### src/rtl/spi_slave_rx_sync.sv
// SPI mode-0 receive slave: synchronized inputs, runtime word length, one-word holding register.
// Optional overrun detection is built only when SPI_SLAVE_RX_OVERRUN_DET_EN is defined.
module spi_slave_rx_sync #(
  parameter int DATA_WIDTH  = 32,
  parameter int SYNC_STAGES = 2
) (
  input  logic                          clk,
  input  logic                          rstn,
  input  logic                          sclk,
  input  logic                          cs,
  input  logic                          mosi,
  input  logic [$clog2(DATA_WIDTH)-1:0] counter_in,
  input  logic                          counter_in_upd,
  output logic [DATA_WIDTH-1:0]         data,
  output logic                          data_valid,
  input  logic                          data_ack,
  output logic                          done,
  output logic                          abort,
  output logic                          overrun
);

  localparam int CW = $clog2(DATA_WIDTH);
  localparam logic [CW-1:0] CNT_ZERO = {CW{1'b0}};
  localparam logic [CW-1:0] CNT_ONE  = {{(CW-1){1'b0}}, 1'b1};

  typedef enum logic [0:0] {
    ST_IDLE  = 1'b0,
    ST_SHIFT = 1'b1
  } state_t;

  logic [SYNC_STAGES-1:0] sclk_sync_q, cs_sync_q, mosi_sync_q;
  logic                   sclk_prev_q;
  logic                   sclk_s, cs_s, mosi_s, sclk_rise_s;

  state_t                 state_q, state_d;
  logic [CW-1:0]          counter_q, counter_d;
  logic [CW-1:0]          trgt_q, trgt_d;
  logic                   pend_q, pend_d;
  logic [CW-1:0]          pend_val_q, pend_val_d;
  logic [DATA_WIDTH-1:0]  shreg_q, shreg_d;
  logic [DATA_WIDTH-1:0]  data_q, data_d;
  logic                   data_valid_q, data_valid_d;
  logic                   done_q, done_d;
  logic                   abort_q, abort_d;
  logic                   complete_s;
  logic [DATA_WIDTH-1:0]  shifted_s;

  assign sclk_s      = sclk_sync_q[SYNC_STAGES-1];
  assign cs_s        = cs_sync_q[SYNC_STAGES-1];
  assign mosi_s      = mosi_sync_q[SYNC_STAGES-1];
  assign sclk_rise_s = sclk_s & ~sclk_prev_q;

  // A new word starts from zero so short words come out zero-extended.
  assign shifted_s = (counter_q == CNT_ZERO) ? {{(DATA_WIDTH-1){1'b0}}, mosi_s}
                                             : {shreg_q[DATA_WIDTH-2:0], mosi_s};

  // Frame FSM, bit counter, shift register and output holding register.
  always_comb begin
    state_d      = state_q;
    counter_d    = counter_q;
    shreg_d      = shreg_q;
    data_d       = data_q;
    data_valid_d = data_valid_q;
    done_d       = 1'b0;
    abort_d      = 1'b0;
    complete_s   = 1'b0;
    case (state_q)
      ST_IDLE: begin
        counter_d = CNT_ZERO;
        if (!cs_s) begin
          state_d = ST_SHIFT;
        end else begin
          state_d = ST_IDLE;
        end
      end
      ST_SHIFT: begin
        if (sclk_rise_s) begin
          shreg_d = shifted_s;
          if (counter_q == trgt_q) begin
            counter_d  = CNT_ZERO;
            complete_s = 1'b1;
          end else begin
            counter_d = counter_q + CNT_ONE;
          end
        end else begin
          counter_d = counter_q;
        end
        // Deselect is handled after the same-cycle edge, so that edge may still finish the word.
        if (cs_s) begin
          state_d   = ST_IDLE;
          abort_d   = (counter_d != CNT_ZERO);
          counter_d = CNT_ZERO;
          shreg_d   = {DATA_WIDTH{1'b0}};
        end else begin
          state_d = ST_SHIFT;
        end
      end
      default: begin
        state_d   = ST_IDLE;
        counter_d = CNT_ZERO;
      end
    endcase
    if (complete_s) begin
      data_d       = shifted_s;
      data_valid_d = 1'b1;
      done_d       = 1'b1;
    end else if (data_ack) begin
      data_valid_d = 1'b0;
    end else begin
      data_valid_d = data_valid_q;
    end
  end

  // Word-length updates only take effect between words.
  always_comb begin
    trgt_d     = trgt_q;
    pend_d     = pend_q;
    pend_val_d = pend_val_q;
    if (counter_in_upd) begin
      if (counter_q == CNT_ZERO) begin
        trgt_d = counter_in;
        pend_d = 1'b0;
      end else begin
        pend_d     = 1'b1;
        pend_val_d = counter_in;
      end
    end else if (pend_q && (counter_q == CNT_ZERO)) begin
      trgt_d = pend_val_q;
      pend_d = 1'b0;
    end else begin
      pend_d = pend_q;
    end
  end

  // State registers and synchronizers.
  always_ff @(posedge clk) begin
    if (!rstn) begin
      sclk_sync_q  <= {SYNC_STAGES{1'b0}};
      cs_sync_q    <= {SYNC_STAGES{1'b1}};
      mosi_sync_q  <= {SYNC_STAGES{1'b0}};
      sclk_prev_q  <= 1'b0;
      state_q      <= ST_IDLE;
      counter_q    <= CNT_ZERO;
      trgt_q       <= {CW{1'b1}};
      pend_q       <= 1'b0;
      pend_val_q   <= CNT_ZERO;
      shreg_q      <= {DATA_WIDTH{1'b0}};
      data_q       <= {DATA_WIDTH{1'b0}};
      data_valid_q <= 1'b0;
      done_q       <= 1'b0;
      abort_q      <= 1'b0;
    end else begin
      sclk_sync_q  <= {sclk_sync_q[SYNC_STAGES-2:0], sclk};
      cs_sync_q    <= {cs_sync_q[SYNC_STAGES-2:0], cs};
      mosi_sync_q  <= {mosi_sync_q[SYNC_STAGES-2:0], mosi};
      sclk_prev_q  <= sclk_s;
      state_q      <= state_d;
      counter_q    <= counter_d;
      trgt_q       <= trgt_d;
      pend_q       <= pend_d;
      pend_val_q   <= pend_val_d;
      shreg_q      <= shreg_d;
      data_q       <= data_d;
      data_valid_q <= data_valid_d;
      done_q       <= done_d;
      abort_q      <= abort_d;
    end
  end

`ifdef SPI_SLAVE_RX_OVERRUN_DET_EN
  logic overrun_q, overrun_d;

  // Sticky: a finished word landed on top of one that was never taken.
  always_comb begin
    if (complete_s && data_valid_q && !data_ack) begin
      overrun_d = 1'b1;
    end else begin
      overrun_d = overrun_q;
    end
  end

  // Overrun flag register, cleared only by reset.
  always_ff @(posedge clk) begin
    if (!rstn) begin
      overrun_q <= 1'b0;
    end else begin
      overrun_q <= overrun_d;
    end
  end

  assign overrun = overrun_q;
`else
  assign overrun = 1'b0;
`endif

  assign data       = data_q;
  assign data_valid = data_valid_q;
  assign done       = done_q;
  assign abort      = abort_q;

endmodule

### config.mk
export PLATFORM = sky130hd
export DESIGN_NAME = spi_slave_rx_sync
export DESIGN_NICKNAME = d
export VERILOG_FILES = /design/src/rtl/spi_slave_rx_sync.sv
export SDC_FILE = /design/constraint.sdc
export NUM_CORES = 1
export LEC_CHECK = 0
export CAP_MARGIN = 25
export CELL_PAD_IN_SITES_DETAIL_PLACEMENT = 1
export CELL_PAD_IN_SITES_GLOBAL_PLACEMENT = 2
export CORE_ASPECT_RATIO = 0.75
export CORE_UTILIZATION = 37
export CTS_BUF_LIST = sky130_fd_sc_hd__clkbuf_4 sky130_fd_sc_hd__clkbuf_8
export CTS_CLUSTER_DIAMETER = 60
export CTS_CLUSTER_SIZE = 16
export DETAILED_ROUTE_END_ITERATION = 8
export PLACE_DENSITY = 0.93
export RECOVER_POWER = 25
export SYNTH_ARGS = -nofsm -noshare
export SYNTH_HDL_FRONTEND = slang
export SYNTH_SLANG_ARGS = --single-unit
### constraint.sdc
create_clock -name clk -period 3.52 [get_ports clk]
set_input_delay 0.704 -clock clk [delete_from_list [all_inputs] [get_ports clk]]
set_output_delay 0.704 -clock clk [all_outputs]
set_load 0.02 [all_outputs]
Word-level counts from Yosys, hierarchy flattened
Index checks and enable logic that the tools add are counted.
{"block": "totals", "regBits": 90, "in_bits": 12}
{"block": "op_classes", "add_sub_neg": 1, "n_eq_ne": 2, "muxes": 21, "bitwise_logic": 4, "n_reduce_logical": 10}
{"cell": "31-bit 2-to-1 mux", "count": 2}
{"cell": "5-bit 2-to-1 mux", "count": 7}
{"cell": "32-bit 2-to-1 mux", "count": 1}
{"cell": "1-bit 2-to-1 mux", "count": 10}
{"cell": "5-bit case mux with 2 select lines", "count": 1}
{"cell": "2-bit AND reduction", "count": 3}
{"cell": "2-bit nonzero test", "count": 3}
{"cell": "5-bit by 1-bit adder with 5-bit output (second input constant)", "count": 1}
{"cell": "5-bit == test", "count": 1}
{"cell": "5-bit logical NOT", "count": 1}
{"cell": "5-bit nonzero test", "count": 1}
{"cell": "1-bit inverter", "count": 3}
{"cell": "3-bit AND reduction", "count": 1}
{"cell": "2-bit by 1-bit inequality test with 1-bit output (second input constant)", "count": 1}
{"cell": "1-bit AND", "count": 1}
{"cell": "1-bit logical AND", "count": 1}

Logic depth before layout (Yosys ltp)
Gate-level depths: netlist of the first run.
{"block": "logic_depth", "word_depth": 6, "ltp_mapped": 8, "mapped_depth_nobuf": 6}

Least setup slack after synthesis of the first run
OpenSTA, ideal clock, no wires.
{"block": "synth_path", "kind": "flip-flop to flip-flop", "start": "reg counter_q[0]", "end": "reg shreg_q[10]", "path_stages_with_launch": 9, "required_ps": 3392, "period_less_slack_ps": 1789, "arrival_ps": 1661, "setup_ps": 128, "setup_slack_ps": 1731, "path_cell_list": "dfxtp_1 > inv_1 > ha_1 > or4b_1 > buf_2 > and3_4 > buf_6 > a22oi_1 > nor2_1"}
{"block": "synth_between", "elab_chain_cells": 4}
{"item": "start, declared", "line": "36", "text": "logic [CW-1:0] counter_q, counter_d;"}
{"item": "start signal, assigned", "line": "158", "text": "counter_q <= counter_d;"}
{"item": "5-bit logical NOT", "line": "54", "text": "assign shifted_s = (counter_q == CNT_ZERO) ? {{(DATA_WIDTH-1){1'b0}}, mosi_s}"}
{"item": "32-bit 2-to-1 mux", "line": "54"}
{"item": "31-bit 2-to-1 mux", "line": "77", "text": "if (sclk_rise_s) begin"}
{"item": "31-bit 2-to-1 mux", "line": "89", "text": "if (cs_s) begin"}
{"item": "end signal, assigned", "line": "147", "text": "shreg_q <= {DATA_WIDTH{1'b0}};"}
{"item": "end signal, assigned", "line": "162", "text": "shreg_q <= shreg_d;"}
{"item": "end, declared", "line": "40", "text": "logic [DATA_WIDTH-1:0] shreg_q, shreg_d;"}
No other way between the ends. The select of a mux whose other input is x is not followed.
A chain may end at the register's enable or synchronous reset.

Worst setup path in the final report of the first run
{"block": "layout_path", "start": "reg counter_q[0]", "end": "reg data_q[3], in the netlist data[3]"}
{"block": "layout_between", "elab_chain_cells": 4}
{"item": "5-bit == test", "line": "79", "text": "if (counter_q == trgt_q) begin"}
{"item": "1-bit 2-to-1 mux", "line": "79"}
{"item": "1-bit 2-to-1 mux", "line": "77"}
{"item": "1-bit 2-to-1 mux", "line": "67", "text": "case (state_q)"}
{"item": "end signal, assigned", "line": "148", "text": "data_q <= {DATA_WIDTH{1'b0}};"}
{"item": "end signal, assigned", "line": "163", "text": "data_q <= data_d;"}
{"item": "end, declared", "line": "41", "text": "logic [DATA_WIDTH-1:0] data_q, data_d;"}
Parallel ways exist; a longest one is shown, timed or not.

==> flow_summary_export.csv, run 1 <==
group,metric,value,unit
run_status,status,"complete, but fails checks",
run_status,failed_checks,"max-capacitance violations, max-slew violations",
pwr,p_leak,1.66,nW
critical_path,worstPathMaxFanout,23,
detailed_routing,drc,0,
sta,hold_violations,0,
hold_path,worstHoldStart,"cs_sync_q[0]",
sta,relSlewSlack,-20.3,%
critical_path,worst_setup_path_start_kind,"flip-flop",
critical_path,cp.required,3.81,ns
synth,synth_commonest_cells,"dfxtp_1 (90), nand2_1 (77), mux2i_1 (37), nor2_1 (37), a22oi_1 (30)",
clocking,numCtsBuffers,9,
floorplan,dieArea,9720,um2
clocking,root_buffer,"clkbuf_8",
synth,synth_top_family_by_area,"simple AND/OR/NAND/NOR gates",
sta,skew,0.0142,ns
critical_path,regToRegEndpoint,"data[3]",
sta,period_share,61.1,%
pwr,p_per_area,435,nW/um2
clocking,clock_path_buffers,2,
global_routing,grt_overflow,0,
synth,yosysMostFrequentCell,"dfxtp_1",
detailed_routing,dr.pass1.iters,4,
synth,yosys_register_bits,90,
sta,setup_ws,1.37,ns
clocking,cts_tree,"done",
synth,yosysWarnings,0,
floorplan,ios,48,
clocking,cts.hold.buffers_added,0,
detailed_routing,vias,2621,
hold_path,min_to,"cs_sync_q[1]",
final_layout,drive_above_1_share,5.91,%
clocking,ctsResizeCount,0,
clocking,worstSkewPairLatency,0.37,ns
clocking,cts.clk_slew.worst_paths,0.09,ns
clocking,cts.sinks,90,
synth,synthFlopType,"dfxtp_1",
synth,yosys.area_share.simple,17.7,%
placed_design,dp_hpwl,4910,um
synth,synth_xor_area_share,2.29,%
critical_path,cp.arrival,2.44,ns
detailed_routing,wl_per_cell,13.8,um
floorplan,start_util,38.1,%
global_routing,antenna_found_initial,0,
floorplan,die_height,85.6,um
final_layout,num-nets-final,415,
synth,yosysTopAreaCell,"dfxtp_1",
detailed_routing,via_per_inst,4.91,
hold_path,whs_path_depth,1,
sta,finalSetupViolations,0,
sta,timing.final.max_slew_violations,40,
sta,max_freq,0.465,GHz
critical_path,endpoint_kind,"flip-flop",
synth,synth_seq_area_share,52.2,%
global_routing,first_global_vias,2722,
detailed_routing,postRouteAntennaNets,0,
clocking,cts_setup_buffers,0,
synth,synth_edf_count,0,
synth,syn-instance-count,368,
synth,synth-adder-area-share,0.725,%
global_routing,grtUsageTotal,17.0,%
global_routing,grt_pass1_wl,12800,um
synth,ys_top_cells_by_area,"dfxtp_1 (52%), mux2i_1 (11%), nand2_1 (8.4%)",
floorplan,num_rows,30,
floorplan,core_area,9050,um2
detailed_routing,drt_iter0_drc,108,
placed_design,place.gp.congestion,0.819,
final_layout,antennaDiodeCount,0,
critical_path,reg2reg_depth,7,
synth,syn-num-nets,382,
sta,finalSetupTns,0,ns
final_layout,final_util,46.0,%
placed_design,numPortBuffers,46,
sta,rsz0062_at_grt,"false",
detailed_routing,routed_wl,7370,um
job,drv_cap,1,
pwr,vdd_drop_max,0.000176,V
final_layout,syn_to_final_growth,20.6,%
placed_design,place_ws,1.09,ns
critical_path,regToRegStartpoint,"counter_q[0]",
synth,netlist.area_leader.share,52.2,%
synth,async_flop_share,0,%
critical_path,r2r_slack,1.37,ns
clocking,cts_max_level,3,
critical_path,crit_type,"reg -> reg",
global_routing,grt_start_max_net_pins,48,
synth,syn_area_per_cell,9.37,um2
synth,ys_types,39,
synth,synth_compound_area_share,11.1,%
hold_path,hold_class,"reg -> reg",
synth,synth_area,3450,um2
sta,tightest_slew,1.80,ns
floorplan,die_x,113,um
synth,synth_mux_area_share,11.1,%
sta,min_period,2.15,ns
==> metal layers <==
metal / share of wire (%) / vias up / global-route usage [%]
met2: 46 / 40 / 27.1
li1: - / 1307 / -
met3: 3.7 / 13 / 5.37
met1: 49 / 1261 / 21.5
met4: 1.4 / 0 / 6.46
met5: 0 / - / 0
==> logic make-up after synthesis <==
group / count (synthesis)
flops: 90
mux: 38
xor+xnor: 9
compound gates: 53
other cells: 1
fa+ha+maj: 2
buf+inv: 32
simple gates: 143
==> report_power, final <==
group | switching, mW | leakage [nW] | internal (mW) | total (mW)
registers | 0.00552 | 0.728 | 1.03 | 1.03
logic | 0.0346 | 0.831 | 0.0231 | 0.0577
clock network | 0.358 | 0.105 | 0.363 | 0.721
==> layout make-up <==
class,instances,area (um2)
Inverter,3,11.3
Clock inverter,5,52.6
Clock buffer,11,151
Multi-Input combinational cell,246,1490
Tap cell,128,160
Timing Repair Buffer,51,495
Fill cell,1056,4890
Sequential cell,90,1800
==> registers in the layout, indices dropped and copies added (netlist names) <==
register	count
abort	1
counter_q	5
cs_sync_q	2
data	32
data_valid	1
done	1
mosi_sync_q	2
pend_q	1
pend_val_q	5
sclk_prev_q	1
sclk_sync_q	2
shreg_q	31
state_q	1
trgt_q	5
==> cells in the final DEF (no fill, tap or decap), types with 5 or more instances in the layout <==
cell / n
clkdlybuf4s50_1: 36
o211ai_1: 5
nand2_1: 77
xnor2_1: 7
mux2i_1: 37
nor2_1: 37
dfxtp_1: 90
a21oi_1: 7
a22oi_1: 30
nand3_1: 9
dlygate4sd3_1: 9
clkbuf_8: 11
==> how the worst max path moves through the flow <==
stage | from | endpoint | cells past startpoint
3_3_place_gp | counter_in_upd | trgt_q[2] | 3
4_1_cts | counter_q[0] | shreg_q[13] | 6
6_report | counter_q[0] | data[3] | 7
3_5_place_dp | counter_in_upd | trgt_q[3] | 3
2_1_floorplan | counter_q[0] | shreg_q[10] | 8
5_1_grt | counter_q[0] | data[8] | 7
==> stage by stage <==
step                hold slack [ns]  cells  instance area (um2)  total power [mW]
floorplan                     0.386    368                 3450              1.09
global placement              0.400    517                 3950              1.11
detailed placement            0.402    518                 3970              1.12
CTS                           0.426    534                 4170              1.84
global route                  0.450    534                 4160              1.89
finish                        0.421    534                 4160              1.81
==> critical path: stages, from the launching register on <==
cell and delay, ns:
dfxtp_1 0.41, inv_1 0.13, ha_1 0.23, nor4b_1 0.16
nor2_1 0.53, buf_4 0.38, nand2_1 0.10, mux2i_1 0.12
(Power assumes the default switching activity.)
==> run 2: changes to the inputs <==
--- a/config.mk
+++ b/config.mk
@@ -9,12 +9,12 @@
 export CELL_PAD_IN_SITES_DETAIL_PLACEMENT = 1
 export CELL_PAD_IN_SITES_GLOBAL_PLACEMENT = 2
 export CORE_ASPECT_RATIO = 0.75
-export CORE_UTILIZATION = 37
+export CORE_UTILIZATION = 31
 export CTS_BUF_LIST = sky130_fd_sc_hd__clkbuf_4 sky130_fd_sc_hd__clkbuf_8
 export CTS_CLUSTER_DIAMETER = 60
 export CTS_CLUSTER_SIZE = 16
 export DETAILED_ROUTE_END_ITERATION = 8
-export PLACE_DENSITY = 0.93
+export PLACE_DENSITY = 0.83
 export RECOVER_POWER = 25
 export SYNTH_ARGS = -nofsm -noshare
 export SYNTH_HDL_FRONTEND = slang
==> constraint.sdc (replaced) <==
create_clock -name clk -period 1.92 [get_ports clk]
set_input_delay 0.384 -clock clk [delete_from_list [all_inputs] [get_ports clk]]
set_output_delay 0.384 -clock clk [all_outputs]
set_load 0.02 [all_outputs]
==> flow_summary_export.csv, run 2 (synthesis results as in run 1) <==
group,metric,value,unit
detailed_routing,wl_per_cell,14.0,um
global_routing,grt_start_max_net_pins,40,
detailed_routing,vias,2629,
final_layout,largest_register_ffs,32,
detailed_routing,drt_iter0_drc,60,
floorplan,ios,48,
pwr,p_per_area,762,nW/um2
sta,relSlewSlack,17.9,%
critical_path,cp.arrival,2.03,ns
clocking,worstSkewPairLatency,0.36,ns
detailed_routing,routed-wl-met2,3450,um
critical_path,endpoint_kind,"flip-flop",
clocking,cts.clk_slew.worst_paths,0.09,ns
final_layout,final_area,4200,um2
floorplan,die_height,93.4,um
sta,finalSetupTns,0,ns
run_status,status,"finished clean",
sta,tightest_slew,1.23,ns
detailed_routing,drc,0,
clocking,cts_max_level,3,
job,drv_cap,0,
placed_design,numPortBuffers,46,
floorplan,die_x,124,um
detailed_routing,highest_layer,"met4",
detailed_routing,routed_wl,7700,um
hold_path,hold_class,"reg -> reg",
final_layout,final_util,39.9,%
global_routing,grtUsageTotal,14.4,%
clocking,cts.hold.buffers_added,0,
floorplan,dieArea,11600,um2
final_layout,drive_above_1_share,7.99,%
pwr,p_leak,1.68,nW
placed_design,place.gp.congestion,0.841,
final_layout,antennaDiodeCount,0,
detailed_routing,via_per_inst,4.79,
pwr,power,3.20,mW
global_routing,first_global_vias,2658,
critical_path,worst_setup_path_start_kind,"flip-flop",
placed_design,placed_area,4030,um2
clocking,clock_path_buffers,2,
floorplan,num_rows,32,
critical_path,crit_type,"reg -> reg",
sta,skew,0.00749,ns
detailed_routing,routed-wl-met3,288,um
clocking,ctsResizeCount,0,
critical_path,worstPathMaxFanout,15,
floorplan,core_area,10500,um2
clocking,cts_setup_buffers,0,
critical_path,cp.required,2.15,ns
clocking,cts.sinks,90,
sta,hold_violations,0,
final_layout,fill_cells,1188,
final_layout,layout_commonest_cell,"dfxtp_1",
sta,period_share,93.7,%
final_layout,final_cell_mix,"dfxtp_1 (90), nand2_1 (76), mux2i_1 (37)",
placed_design,dp_hpwl,5080,um
detailed_routing,dr.pass1.iters,4,
global_routing,grt_overflow,0,
clocking,cts_tree,"done",
final_layout,syn_to_final_growth,21.8,%
pwr,vdd_drop_max,0.000292,V
floorplan,start_util,32.8,%
sta,timing.final.max_slew_violations,0,
sta,rsz0062_at_grt,"false",
final_layout,num-nets-final,422,
detailed_routing,postRouteAntennaNets,0,
global_routing,antenna_found_initial,0,
global_routing,grt_pass1_wl,12800,um
sta,max_freq,0.556,GHz
sta,min_period,1.80,ns
clocking,numCtsBuffers,9,
detailed_routing,wl_met1,3850,um
clocking,root_buffer,"clkbuf_8",
sta,finalSetupViolations,0,
## run 2: cell count changes in the layout (fill, tap and decap cells not counted), sizes merged
cell | previous run | this run
and3 | 3 | 4
clkbuf | 13 | 16
bufinv | 1 | 0
buf | 4 | 8
## run 2: final timing paths
| kind | startpoint | to | slack (ns) | depth (start not counted) |
|---|---|---|---|---|
| setup reg to reg | counter_q[1] | shreg_q[26] | 0.12 | 6 |
| setup / recovery | counter_q[1] | shreg_q[26] | 0.12 | 6 |
| hold / removal | mosi_sync_q[0] | mosi_sync_q[1] | 0.44 | 1 |
| hold reg to reg | mosi_sync_q[0] | mosi_sync_q[1] | 0.44 | 1 |
## run 2: routing by layer
metal  track usage, %  vias up
met3             4.09        9
met2             22.2       40
met1             18.8     1261
met5                0        -
li1                 -     1319
met4             5.82        0
## run 2: layout make-up
type                       count  area [um2]  share of cell area, %
sequential                    90        1800                   42.9
inverter                       3        11.3                  0.268
multi-input combinational    247        1500                   35.8
clock buffer                  12         159                   3.78
clock inverter                 4        26.3                  0.626
timing repair buffer          57         528                   12.6
tap                          136         170                   4.05
## run 2: power breakdown
part           internal [mW]  total [mW]  switching (mW)
combinational         0.0450       0.110          0.0647
sequential              1.88        1.89         0.00928
clock                  0.554        1.20           0.648
total                   2.48        3.20           0.722
## run 2: worst max-delay path: stages (launching register included)
cell     delay, ns
dfxtp_1       0.35
inv_1         0.12
ha_1          0.16
or4b_1        0.51
and3_4        0.25
a22oi_1       0.20
nor2_1        0.08
## run 2: metrics by stage
step           std cells  hold WS, ns  setup WS, ns
6_report             549        0.439         0.121
5_1_grt              549        0.462       0.00419
4_1_cts              548        0.438        0.0793
3_5_place_dp         532        0.404        0.0951
3_3_place_gp         532        0.396         0.170
2_1_floorplan        368        0.386         0.131
==> run 3: changes to the inputs <==
--- a/config.mk
+++ b/config.mk
@@ -5,7 +5,7 @@
 export SDC_FILE = /design/constraint.sdc
 export NUM_CORES = 1
 export LEC_CHECK = 0
-export CAP_MARGIN = 25
+export CAP_MARGIN = 5
 export CELL_PAD_IN_SITES_DETAIL_PLACEMENT = 1
 export CELL_PAD_IN_SITES_GLOBAL_PLACEMENT = 2
 export CORE_ASPECT_RATIO = 0.75
==> constraint.sdc (replaced) <==
create_clock -name clk -period 1.6 [get_ports clk]
set_input_delay 0.32 -clock clk [delete_from_list [all_inputs] [get_ports clk]]
set_output_delay 0.32 -clock clk [all_outputs]
set_load 0.02 [all_outputs]
==> flow_summary_export.csv, run 3 (synthesis results as in run 1) <==
group,metric,value,unit
run_status,status,"complete, but fails checks",
run_status,failed_checks,"negative setup slack",
global_routing,grt_overflow,0,
critical_path,path_cells,"inv_4 -> ha_4 -> or4b_4 -> and3_4 -> a22oi_2 -> nor2_1",
final_layout,largest_register_ffs,32,
clocking,root_buffer,"clkbuf_8",
floorplan,core_area,10500,um2
global_routing,grtUsageTotal,16.6,%
critical_path,cp_slowest_cell,"or4b_4",
critical_path,cp.required,1.85,ns
pwr,p_leak,2.02,nW
final_layout,antennaDiodeCount,0,
critical_path,reg2reg_depth,6,
critical_path,crit_start,"counter_q[1]",
placed_design,placed_area,4350,um2
placed_design,dp_hpwl,5700,um
global_routing,antenna_found_initial,0,
global_routing,grt_pass1_wl,14600,um
floorplan,die_x,124,um
critical_path,path_delay_family,"simple AND/OR/NAND/NOR gates",
sta,tightest_slew,0.693,ns
sta,skew,0.0107,ns
clocking,numCtsBuffers,9,
critical_path,worstPathMaxFanout,7,
final_layout,drive_above_1_share,23.9,%
pwr,vdd_drop_max,0.000477,V
floorplan,num_rows,32,
global_routing,grt_start_max_net_pins,33,
critical_path,regToRegEndpoint,"shreg_q[14]",
final_layout,final_cell_mix,"dfxtp_1 (85), nand2_1 (76), mux2i_1 (37)",
sta,min_period,1.67,ns
sta,hold_violations,0,
critical_path,crit_type,"reg -> reg",
sta,hold_slack,0.258,ns
floorplan,ios,48,
final_layout,final_area,4720,um2
final_layout,syn_to_final_growth,36.9,%
floorplan,die_height,93.4,um
detailed_routing,routed_wl,9410,um
floorplan,start_util,32.8,%
sta,timing.final.max_slew_violations,0,
final_layout,layout_commonest_cell,"dfxtp_1",
clocking,worstSkewPairLatency,0.36,ns
detailed_routing,drc,0,
placed_design,numPortBuffers,46,
sta,relSlewSlack,53.8,%
hold_path,worstHoldStart,"rstn",
critical_path,slowest_delay,0.51,ns
job,drv_cap,0,
detailed_routing,via_per_inst,4.93,
detailed_routing,drt_iter0_drc,94,
clocking,clock_path_buffers,2,
sta,finalSetupViolations,32,
clocking,cts.hold.buffers_added,0,
critical_path,worst_setup_path_start_kind,"flip-flop",
sta,period_share,104,%
pwr,p_per_area,881,nW/um2
detailed_routing,postRouteAntennaNets,0,
global_routing,first_global_vias,2997,
hold_path,hold_class,"in -> reg",
sta,setup_ws,-0.0653,ns
sta,max_freq,0.600,GHz
detailed_routing,dr.pass1.iters,5,
detailed_routing,vias,2813,
critical_path,crit_buf_inv,1,
critical_path,r2r_slack,-0.07,ns
sta,rsz0062_at_grt,"true",
final_layout,num-nets-final,444,
hold_path,whs_path_depth,3,
clocking,cts_tree,"done",
hold_path,min_to,"data[0]",
critical_path,regToRegStartpoint,"counter_q[1]",
clocking,cts.sinks,90,
clocking,cts.clk_slew.worst_paths,0.09,ns
critical_path,cp.arrival,1.92,ns
critical_path,endpoint_kind,"flip-flop",
floorplan,dieArea,11600,um2
detailed_routing,wl_per_cell,16.5,um
sta,finalSetupTns,-0.873,ns
clocking,cts_max_level,3,
placed_design,place.gp.congestion,0.866,
[run 3: worst min-delay path: cells and delay by family]
family | cells | cell delay [ns]
muxes | 1 | 0.05
and+or+nand+nor | 1 | 0.07
buffers and inverters | 1 | 0.14
[run 3: repair_timing]
action,4_1_cts,5_1_grt
gates cloned,2,3
pin swaps,4,9
setup buffers,3,1
resized for setup,44,16
endpoints found under the setup margin,77,70
[run 3: worst max-delay path by stage]
stage                   to  slack [ns]  depth (start not counted)
6_report       shreg_q[14]       -0.07                          6
5_1_grt        shreg_q[14]       -0.12                          6
4_1_cts        shreg_q[19]       -0.04                          6
3_5_place_dp   shreg_q[30]       -0.11                          6
3_3_place_gp   shreg_q[21]       -0.06                          6
2_1_floorplan  shreg_q[10]       -0.13                          8
[run 3: cell type report]
cell class,count,area [um2]
Fill cell,1184,5810
Sequential cell,90,1810
Multi-Input combinational cell,249,1780
Timing Repair Buffer,77,723
Tap cell,136,170
Clock buffer,11,145
Clock inverter,5,77.6
Inverter,3,13.8
[run 3: report_power, final]
| part | total, mW | internal [mW] | switching (mW) |
|---|---|---|---|
| Clock | 1.73 | 0.935 | 0.795 |
| Combinational | 0.162 | 0.0715 | 0.0907 |
| Sequential | 2.27 | 2.25 | 0.0142 |
| Total | 4.16 | 3.26 | 0.900 |
[run 3: metrics by stage]
stage	utilization [%]	setup slack [ns]	cells	power (mW)
after floorplan	-	-0.128	368	2.40
after global placement	41.3	-0.0623	546	2.47
after detailed placement	41.3	-0.111	546	2.48
after CTS	43.6	-0.0428	567	4.21
after global routing	44.8	-0.119	571	4.31
final	44.8	-0.0653	571	4.16
[run 3: layer usage]
layer / part of all wire (%) / vias up / wire length [um] / global-route usage, %
met5: 0 / - / 0 / 0
met4: 1.0 / 0 / 98 / 4.82
met3: 3.2 / 8 / 298 / 4.76
met2: 47 / 50 / 4450 / 27.0
met1: 48 / 1377 / 4560 / 21.2
li1: - / 1378 / - / -
